`config.mk`:
```
export PLATFORM = sky130hd
export DESIGN_NAME = tick_timer_flat
export DESIGN_NICKNAME = d
export VERILOG_FILES = /design/src/rtl/tick_timer_pkg.sv /design/src/rtl/tick_timer_if.sv /design/src/rtl/tick_timer_rise_detect.sv /design/src/rtl/tick_timer.sv /design/src/flat_wrapper.sv
export SDC_FILE = /design/constraint.sdc
export NUM_CORES = 1
export LEC_CHECK = 0
export BUFFER_PORTS_ARGS = -buffer_cell sky130_fd_sc_hd__buf_2
export CAP_MARGIN = 20
export CELL_PAD_IN_SITES_DETAIL_PLACEMENT = 1
export CELL_PAD_IN_SITES_GLOBAL_PLACEMENT = 1
export CORE_ASPECT_RATIO = 0.6
export CORE_MARGIN = 1
export CORE_UTILIZATION = 37
export DETAILED_ROUTE_END_ITERATION = 7
export PLACE_DENSITY_LB_ADDON = 0.05
export SKIP_CTS_REPAIR_TIMING = 1
export SYNTH_ARGS = -nofsm -noshare
export SYNTH_HDL_FRONTEND = slang
export SYNTH_HIERARCHICAL = 1
export SYNTH_SLANG_ARGS = --single-unit
```
`constraint.sdc`:
```
create_clock -name clk -period 1.9 [get_ports clk]
set_input_delay 0 -clock clk [delete_from_list [all_inputs] [get_ports clk]]
set_output_delay 0 -clock clk [all_outputs]
set_load 0.005 [all_outputs]
```
`src/rtl/tick_timer_pkg.sv`:
```
// rtl/tick_timer_pkg.sv - shared types and default width for the tick timer
package tick_timer_pkg;

    localparam int TIMER_W = 16;

    typedef enum logic {
        IDLE = 1'b0,
        RUN  = 1'b1
    } timer_state_t;

endpackage

```
`src/rtl/tick_timer_if.sv`:
```
// rtl/tick_timer_if.sv - control/status bundle between a timer user and tick_timer
interface tick_timer_if
    import tick_timer_pkg::*;
#(
    parameter int W = TIMER_W
);
    logic         clk_divided;
    logic [W-1:0] load_value;
    logic         mode;
    logic         start;
    logic         stop;
    logic         tick;
    logic         busy;
    logic         expire;
    logic [W-1:0] count;

    modport master (
        output clk_divided, load_value, mode, start, stop,
        input  tick, busy, expire, count
    );

    modport slave (
        input  clk_divided, load_value, mode, start, stop,
        output tick, busy, expire, count
    );
endinterface

```
`src/rtl/tick_timer_rise_detect.sv`:
```
// rtl/tick_timer_rise_detect.sv - rising-edge detector with combinational and registered strobes
module rise_detect (
    input  logic clk,
    input  logic rst,
    input  logic d,
    output logic rise,
    output logic pulse
);
    logic prev;

    // d is already synchronous to clk, so a single history flop suffices
    assign rise = d & ~prev;

    always_ff @(posedge clk or negedge rst) begin
        if (!rst) begin
            prev  <= 1'b0;
            pulse <= 1'b0;
        end else begin
            prev  <= d;
            pulse <= rise;
        end
    end
endmodule

```
`src/rtl/tick_timer.sv`:
```
// rtl/tick_timer.sv - down-counting one-shot/periodic timer paced by the divider output
module tick_timer
    import tick_timer_pkg::*;
#(
    parameter int W = TIMER_W
) (
    input  logic          clk,
    input  logic          rst,
    tick_timer_if.slave   tif
);
    localparam logic [W-1:0] ONE  = W'(1);
    localparam logic [W-1:0] ZERO = '0;

    timer_state_t state;
    logic [W-1:0] count_r;
    logic [W-1:0] reload_r;
    logic         mode_r;
    logic         busy_r;
    logic         expire_r;
    logic         rise;
    logic         tick_r;

    rise_detect u_rise (
        .clk   (clk),
        .rst   (rst),
        .d     (tif.clk_divided),
        .rise  (rise),
        .pulse (tick_r)
    );

    always_ff @(posedge clk or negedge rst) begin
        if (!rst) begin
            state    <= IDLE;
            count_r  <= ZERO;
            reload_r <= ZERO;
            mode_r   <= 1'b0;
            busy_r   <= 1'b0;
            expire_r <= 1'b0;
        end else begin
            expire_r <= 1'b0;
            if (tif.stop) begin
                // abort always wins, and swallows any coincident terminal tick
                state   <= IDLE;
                busy_r  <= 1'b0;
                count_r <= ZERO;
            end else if (tif.start) begin
                if (tif.load_value != ZERO) begin
                    state    <= RUN;
                    busy_r   <= 1'b1;
                    count_r  <= tif.load_value;
                    reload_r <= tif.load_value;
                    mode_r   <= tif.mode;
                end else begin
                    // a zero-length request expires immediately without running
                    state    <= IDLE;
                    busy_r   <= 1'b0;
                    count_r  <= ZERO;
                    expire_r <= 1'b1;
                end
            end else if (state == RUN && rise) begin
                if (count_r == ONE) begin
                    expire_r <= 1'b1;
                    if (mode_r) begin
                        count_r <= reload_r;
                    end else begin
                        state   <= IDLE;
                        busy_r  <= 1'b0;
                        count_r <= ZERO;
                    end
                end else begin
                    count_r <= count_r - ONE;
                end
            end
        end
    end

    assign tif.tick   = tick_r;
    assign tif.busy   = busy_r;
    assign tif.expire = expire_r;
    assign tif.count  = count_r;
endmodule

```
`src/flat_wrapper.sv`:
```
// flat-port wrapper written by rule: the top's interface ports become plain ports
module tick_timer_flat import tick_timer_pkg::*;
#(
    parameter int W = TIMER_W
)
  (clk, rst, tif_clk_divided, tif_load_value, tif_mode, tif_start, tif_stop, tif_tick, tif_busy, tif_expire, tif_count);
  tick_timer_if #(.W(W)) tif_i ();
  input  logic clk;
  input  logic rst;
  input wire logic [$bits(tif_i.clk_divided)-1:0] tif_clk_divided;
  input wire logic [$bits(tif_i.load_value)-1:0] tif_load_value;
  input wire logic [$bits(tif_i.mode)-1:0] tif_mode;
  input wire logic [$bits(tif_i.start)-1:0] tif_start;
  input wire logic [$bits(tif_i.stop)-1:0] tif_stop;
  output wire logic [$bits(tif_i.tick)-1:0] tif_tick;
  output wire logic [$bits(tif_i.busy)-1:0] tif_busy;
  output wire logic [$bits(tif_i.expire)-1:0] tif_expire;
  output wire logic [$bits(tif_i.count)-1:0] tif_count;
  assign tif_i.clk_divided = tif_clk_divided;
  assign tif_i.load_value = tif_load_value;
  assign tif_i.mode = tif_mode;
  assign tif_i.start = tif_start;
  assign tif_i.stop = tif_stop;
  assign tif_tick = tif_i.tick;
  assign tif_busy = tif_i.busy;
  assign tif_expire = tif_i.expire;
  assign tif_count = tif_i.count;
  tick_timer #(.W(W)) u_core (.clk(clk), .rst(rst), .tif(tif_i));
endmodule
```
Word-level counts from Yosys, hierarchy flattened
Index checks and enable logic that the tools add are counted.

word-level totals
  register bits after elaboration = 37
  input bits = 22
  output and inout port bits = 19
  word-level logic and storage cells = 36

operators by class
  $add $sub $neg = 1
  equality and inequality tests = 2
  mux-type cells = 17
  bitwise operators = 3
  reductions and logical operators = 6

operators with widths
  operator                                                                 number
  16-bit 2-to-1 mux                                                        6
  16-bit by 1-bit equality test with 1-bit output (second input constant)  1
  16-bit nonzero test                                                      1
  16-bit by 1-bit subtractor with 16-bit output (second input constant)    1
  1-bit 2-to-1 mux                                                         11
  3-bit AND reduction                                                      2
  3-bit nonzero test                                                       2
  3-bit inequality test (second input constant)                            1
  1-bit inverter                                                           2
  1-bit bitwise AND                                                        1
  1-bit logical AND                                                        1

Longest topological paths before layout
  depth after elaboration = 6
  mapped depth = 9

Cells and area by module
The synthesis kept the hierarchy.

by module, submodules not included
  module       instances  cells each  area each (µm²)
  tick_timer   1          241         2,016.9
  rise_detect  1          3           63.8

Least setup slack after synthesis
OpenSTA, ideal clock, no wires.

  kind = register -> register
  from = register u_core.count_r[1], in the netlist u_core/tif.count[1]
  to = register u_core.count_r[14], in the netlist u_core/tif.count[14]
  library setup time = 0.080 ns
  arrival time = 1.885 ns
  setup slack = -0.065 ns
  cell stages (with the launch flop) = 9
  path buffers = 1
  cells stage by stage = dfrtp_1 inv_1 ha_1 nor4b_2 and4_1 buf_4 or4_1 o211a_1 o211ai_2

between the ends
  longest elaborated chain between the ends = 5

RTL lines
  element                                                                                                           RTL line                            RTL
  from (decl)                                                                                                       tick_timer.sv:15                    logic [W-1:0] count_r;
  from (signal assigned)                                                                                            tick_timer.sv:50                    count_r <= tif.load_value;
  from (signal assigned)                                                                                            tick_timer.sv:64                    count_r <= reload_r;
  from (signal assigned)                                                                                            tick_timer.sv:71                    count_r <= count_r - ONE;
  16-bit by 1-bit subtractor with 16-bit output or 16-bit by 1-bit equality test with 1-bit output (tied branches)  tick_timer.sv:71, tick_timer.sv:61
  16-bit 2-to-1 mux (*)                                                                                             tick_timer.sv:61                    if (count_r == ONE) begin
  16-bit 2-to-1 mux (*)                                                                                             tick_timer.sv:60                    end else if (state == RUN && rise) begin
  16-bit 2-to-1 mux (*)                                                                                             tick_timer.sv:46                    end else if (tif.start) begin
  16-bit 2-to-1 mux (*)                                                                                             tick_timer.sv:41                    if (tif.stop) begin

Mark *: on every way between the ends. The rest lies on a longest branch, timed or not. The select of a mux whose other input is x is not followed.
A chain may end at the register's enable or synchronous reset.

Worst setup path after layout
  from = register u_core.count_r[1], in the netlist u_core/tif.count[1]
  to = register u_core.count_r[2], in the netlist u_core/tif.count[2]

The elaborated chain is that of the path after synthesis.

==> metrics.log <==
[metrics] outcome: finished, violations left
[metrics] failing checks: hold timing
[metrics] Die Span Y: 60.1 um
[metrics] TritonCTS Buffers: 5
[metrics] count of yosys warnings during synthesis: 6
[metrics] top flip-flop cell by instance count after synthesis: dfrtp_1
[metrics] number of violations reported at the end of detailed-routing iteration 0: 112
[metrics] ratio of cells with drive above 1 in the final layout: 33.6%
[metrics] number of DRC violations after detailed routing: 0
[metrics] critical path cell sequence: inv_2 > ha_4 > nor4b_4 > and4_4 > buf_12 > buf_6 > nor3b_2 > a31oi_1 > o211ai_1
[metrics] Max IR drop VDD: 0.316 mV
[metrics] number of antenna cells inserted: 0
[metrics] Critical Path Source Type: register
[metrics] floorplan die width: 98.8 um
[metrics] clock insertion delay at the later pin of the skew report: 300 ps
[metrics] FMAX: 529 MHz
[metrics] final worst path period need: 1890 ps
[metrics] classification of the worst-slack hold path: in -> reg
[metrics] cell type with the highest aggregate area in the netlist: dfrtp_1
[metrics] I/O pin cnt: 41
[metrics] routed wl met3: 427 um
[metrics] routed metal-1 wire length: 3780 um
[metrics] final cell count without fillers: 402
[metrics] Switching Fraction: 32.2%
[metrics] headroom to the max-slew limit: 42.9%
[metrics] combinational fraction of design power: 26.5%
[metrics] crit path DAT: 2060 ps
[metrics] row count: 20
[metrics] net count of the finished layout: 361
[metrics] cell with the most instances after synthesis: nand2_1
[metrics] proportion of synthesized chip area in sequential cells: 44.5%
[metrics] FF-to-FF End: u_core/tif.count[2]
[metrics] TritonCTS clock tree: done
[metrics] maximum net fanout on the critical path: 6
[metrics] overall via count from detail_route: 2198
[metrics] Hold Path Sink: u_core/reload_r[7]
[metrics] fraction of power consumed by sequential logic: 46.7%
[metrics] Post-Synthesis Cells: 244
[metrics] clk buf depth: 2
[metrics] final routed wire length divided by cell count: 19.3 um
[metrics] Pre-Repair DR Iteration Count: 4
[metrics] startpoint of the lowest-slack hold path: tif_load_value[7]
[metrics] Hold Fails Final Rpt: 3
[metrics] Reg-to-Reg Start: u_core/tif.count[1]
[metrics] initial cell density of the core: 39.8%
[metrics] unrepaired setup endpoints after global routing: yes
[metrics] overall die area: 5940 um2
[metrics] total congestion overflow after global routing: 0
[metrics] critical path's top delay family: simple AND/OR/NAND/NOR gates
[metrics] antenna violations before repair: 0
[metrics] average instance area after synthesis: 8.53 um2
[metrics] Pint: 1.35 mW
[metrics] most used standard cells in the synthesized netlist: 68 x nand2_1, 37 x dfrtp_1, 17 x nor2_1, 16 x a21oi_1, 10 x o21ai_0
[metrics] clock network fraction of total power: 26.8%
[metrics] worst-path cell with the longest stage delay: dfrtp_1
[metrics] highest metal layer used by the detailed router: met4
[metrics] post-DP HPWL: 5410 um
[metrics] first-pass GRT wire length: 11400 um
[metrics] Cell variety after synth: 51
[metrics] core area: 5230 um2
[metrics] number of enable-type register cells in the synthesized netlist: 0
[metrics] maximum number of pins on one net before global-route repair: 38
[metrics] tightest hold margin: -29.6 ps
[metrics] via count of the first global-routing pass: 2132
[metrics] number of register bits inferred by synthesis: 37
[metrics] area of the mapped netlist: 2080 um2
[metrics] R2R setup slack: 10 ps
[metrics] WP buf/inv: 3
[metrics] length of routed met2 wiring: 3440 um
[metrics] final wirelength: 7750 um
[metrics] number of filler instances in the final layout: 629
[metrics] endpoint class of the critical path: register
[metrics] share of flip-flops with an asynchronous set or reset after synthesis: 100%
[metrics] final antenna-violating net count: 0
[metrics] nets in the synthesized netlist: 268
[metrics] Tot GR Track Use: 26.2%
[metrics] area growth from synthesis to layout: 42.8%
[metrics] total power density per cell area: 667 nW/um2
[metrics] max-capacitance violation count: 0
[metrics] cell leakage power: 1.43 nW
[metrics] biggest area contributors in the synthesized netlist: dfrtp_1 44%, nand2_1 12%, a21oi_1 3.8%, nor2_1 3.1%, o21ai_0 2.4%
[metrics] transition time at the pin with the least slew margin: 856 ps
[metrics] number of H-tree levels: 2
[metrics] Largest stage delay, worst path: 400 ps
[metrics] cell depth of the worst hold path: 3
[metrics] cell chosen for the clock root: clkbuf_8
[metrics] placed cells: 374
[metrics] sink count of the clock tree: 37
[metrics] RD Place Congestion: 0.868
[metrics] final number of setup-violating endpoints: 0
[metrics] class of the most critical setup path: reg -> reg
[metrics] count of port buffers added during placement: 40
[metrics] Final period util: 99.4%
[metrics] Final Skew: 7.20 ps
[metrics] total chip power: 1.98 mW
[metrics] number of slew-limit violations in the final report: 0
[metrics] worst endpoint required time: 2070 ps
[metrics] CTS clk-pin slew, worst paths: 80 ps
[metrics] switching power: 0.638 mW
[metrics] Vias per Instance: 5.47
[metrics] number of cells traversed by the worst register-to-register path: 9
[metrics] post-synth top area share: 44.5%
logic make-up after synthesis:
kind of cell	share of synthesized area [%]
adders and majority gates	1.20
buffers and inverters	3.91
and+or+nand+nor	30.6
AOI/OAI and AO/OA	17.7
DFF	44.5
xor gates and xnor gates	2.10
layout make-up:
type / count / area [um2] / area share (%)
repair buffers: 99 / 724 / 24.4
multi-input cells: 190 / 1150 / 38.7
clock inverters: 1 / 5.00 / 0.168
well taps: 66 / 82.6 / 2.78
clock buffers: 5 / 68.8 / 2.32
inverters: 4 / 15.0 / 0.505
flip-flops and latches: 37 / 926 / 31.2
tightest hold or removal path, stage by stage:
cell and delay (ps):
buf_2 130, nand2_1 60, nand2_1 40
state kept, by name, indices dropped and copies added (netlist names):
name and count:
u_core/tif.expire 1, u_core/tif.busy 1, u_core/u_rise/pulse 1, u_core/u_rise/prev 1
u_core/reload_r 16, u_core/mode_r 1, u_core/tif.count 16
cells in the final DEF (no fill, tap or decap), types with 4 or more instances in the layout:
| cell type | n |
|---|---|
| nand2_1 | 67 |
| buf_2 | 40 |
| buf_4 | 38 |
| dfrtp_1 | 37 |
| dlygate4sd3_1 | 16 |
| nor2_1 | 16 |
| a21oi_1 | 13 |
| o21ai_0 | 8 |
| clkbuf_8 | 5 |
| nor3_1 | 5 |
| nor4_1 | 4 |
| nand4_1 | 4 |
| nand3_1 | 4 |
| xnor2_1 | 4 |
through the flow:
step	setup WS [ps]	util [%]	setup TNS (ps)	instance area, um2
after global routing	-94.0	56.8	-617	2970
after floorplan	60.8	-	0	2100
final	11.1	56.8	0	2970
after global placement	67.7	49.7	0	2600
after detailed placement	9.63	49.7	0	2600
after CTS	-26.1	51.1	-61.4	2670
power by group through the flow:
| stage | Combinational, mW | Sequential, mW | Clock, mW |
|---|---|---|---|
| finish | 0.526 | 0.926 | 0.531 |
| global placement | 0.453 | 0.933 | 0 |
| detailed placement | 0.462 | 0.935 | 0 |
| global route | 0.577 | 0.934 | 0.579 |
| CTS | 0.464 | 0.920 | 0.550 |
| floorplan | 0.231 | 0.935 | 0 |
worst max path at each step:
stage,start,endpoint,cells past startpoint
6_report,u_core/tif.count[1],u_core/tif.count[2],9
5_1_grt,u_core/tif.count[1],u_core/tif.count[10],9
4_1_cts,u_core/tif.count[1],u_core/tif.count[4],8
3_5_place_dp,u_core/tif.count[1],u_core/tif.count[4],8
3_3_place_gp,u_core/tif.count[1],u_core/tif.count[3],8
2_1_floorplan,u_core/tif.count[6],u_core/tif.count[10],6
routing by layer:
layer | vias to the layer above | GRT usage [%]
met4 | 0 | 8.53
met5 | - | 0
met3 | 12 | 4.21
li1 | 1053 | -
met2 | 64 | 40.2
met1 | 1069 | 37.9
Note: power is estimated with default switching activity, not from simulation.
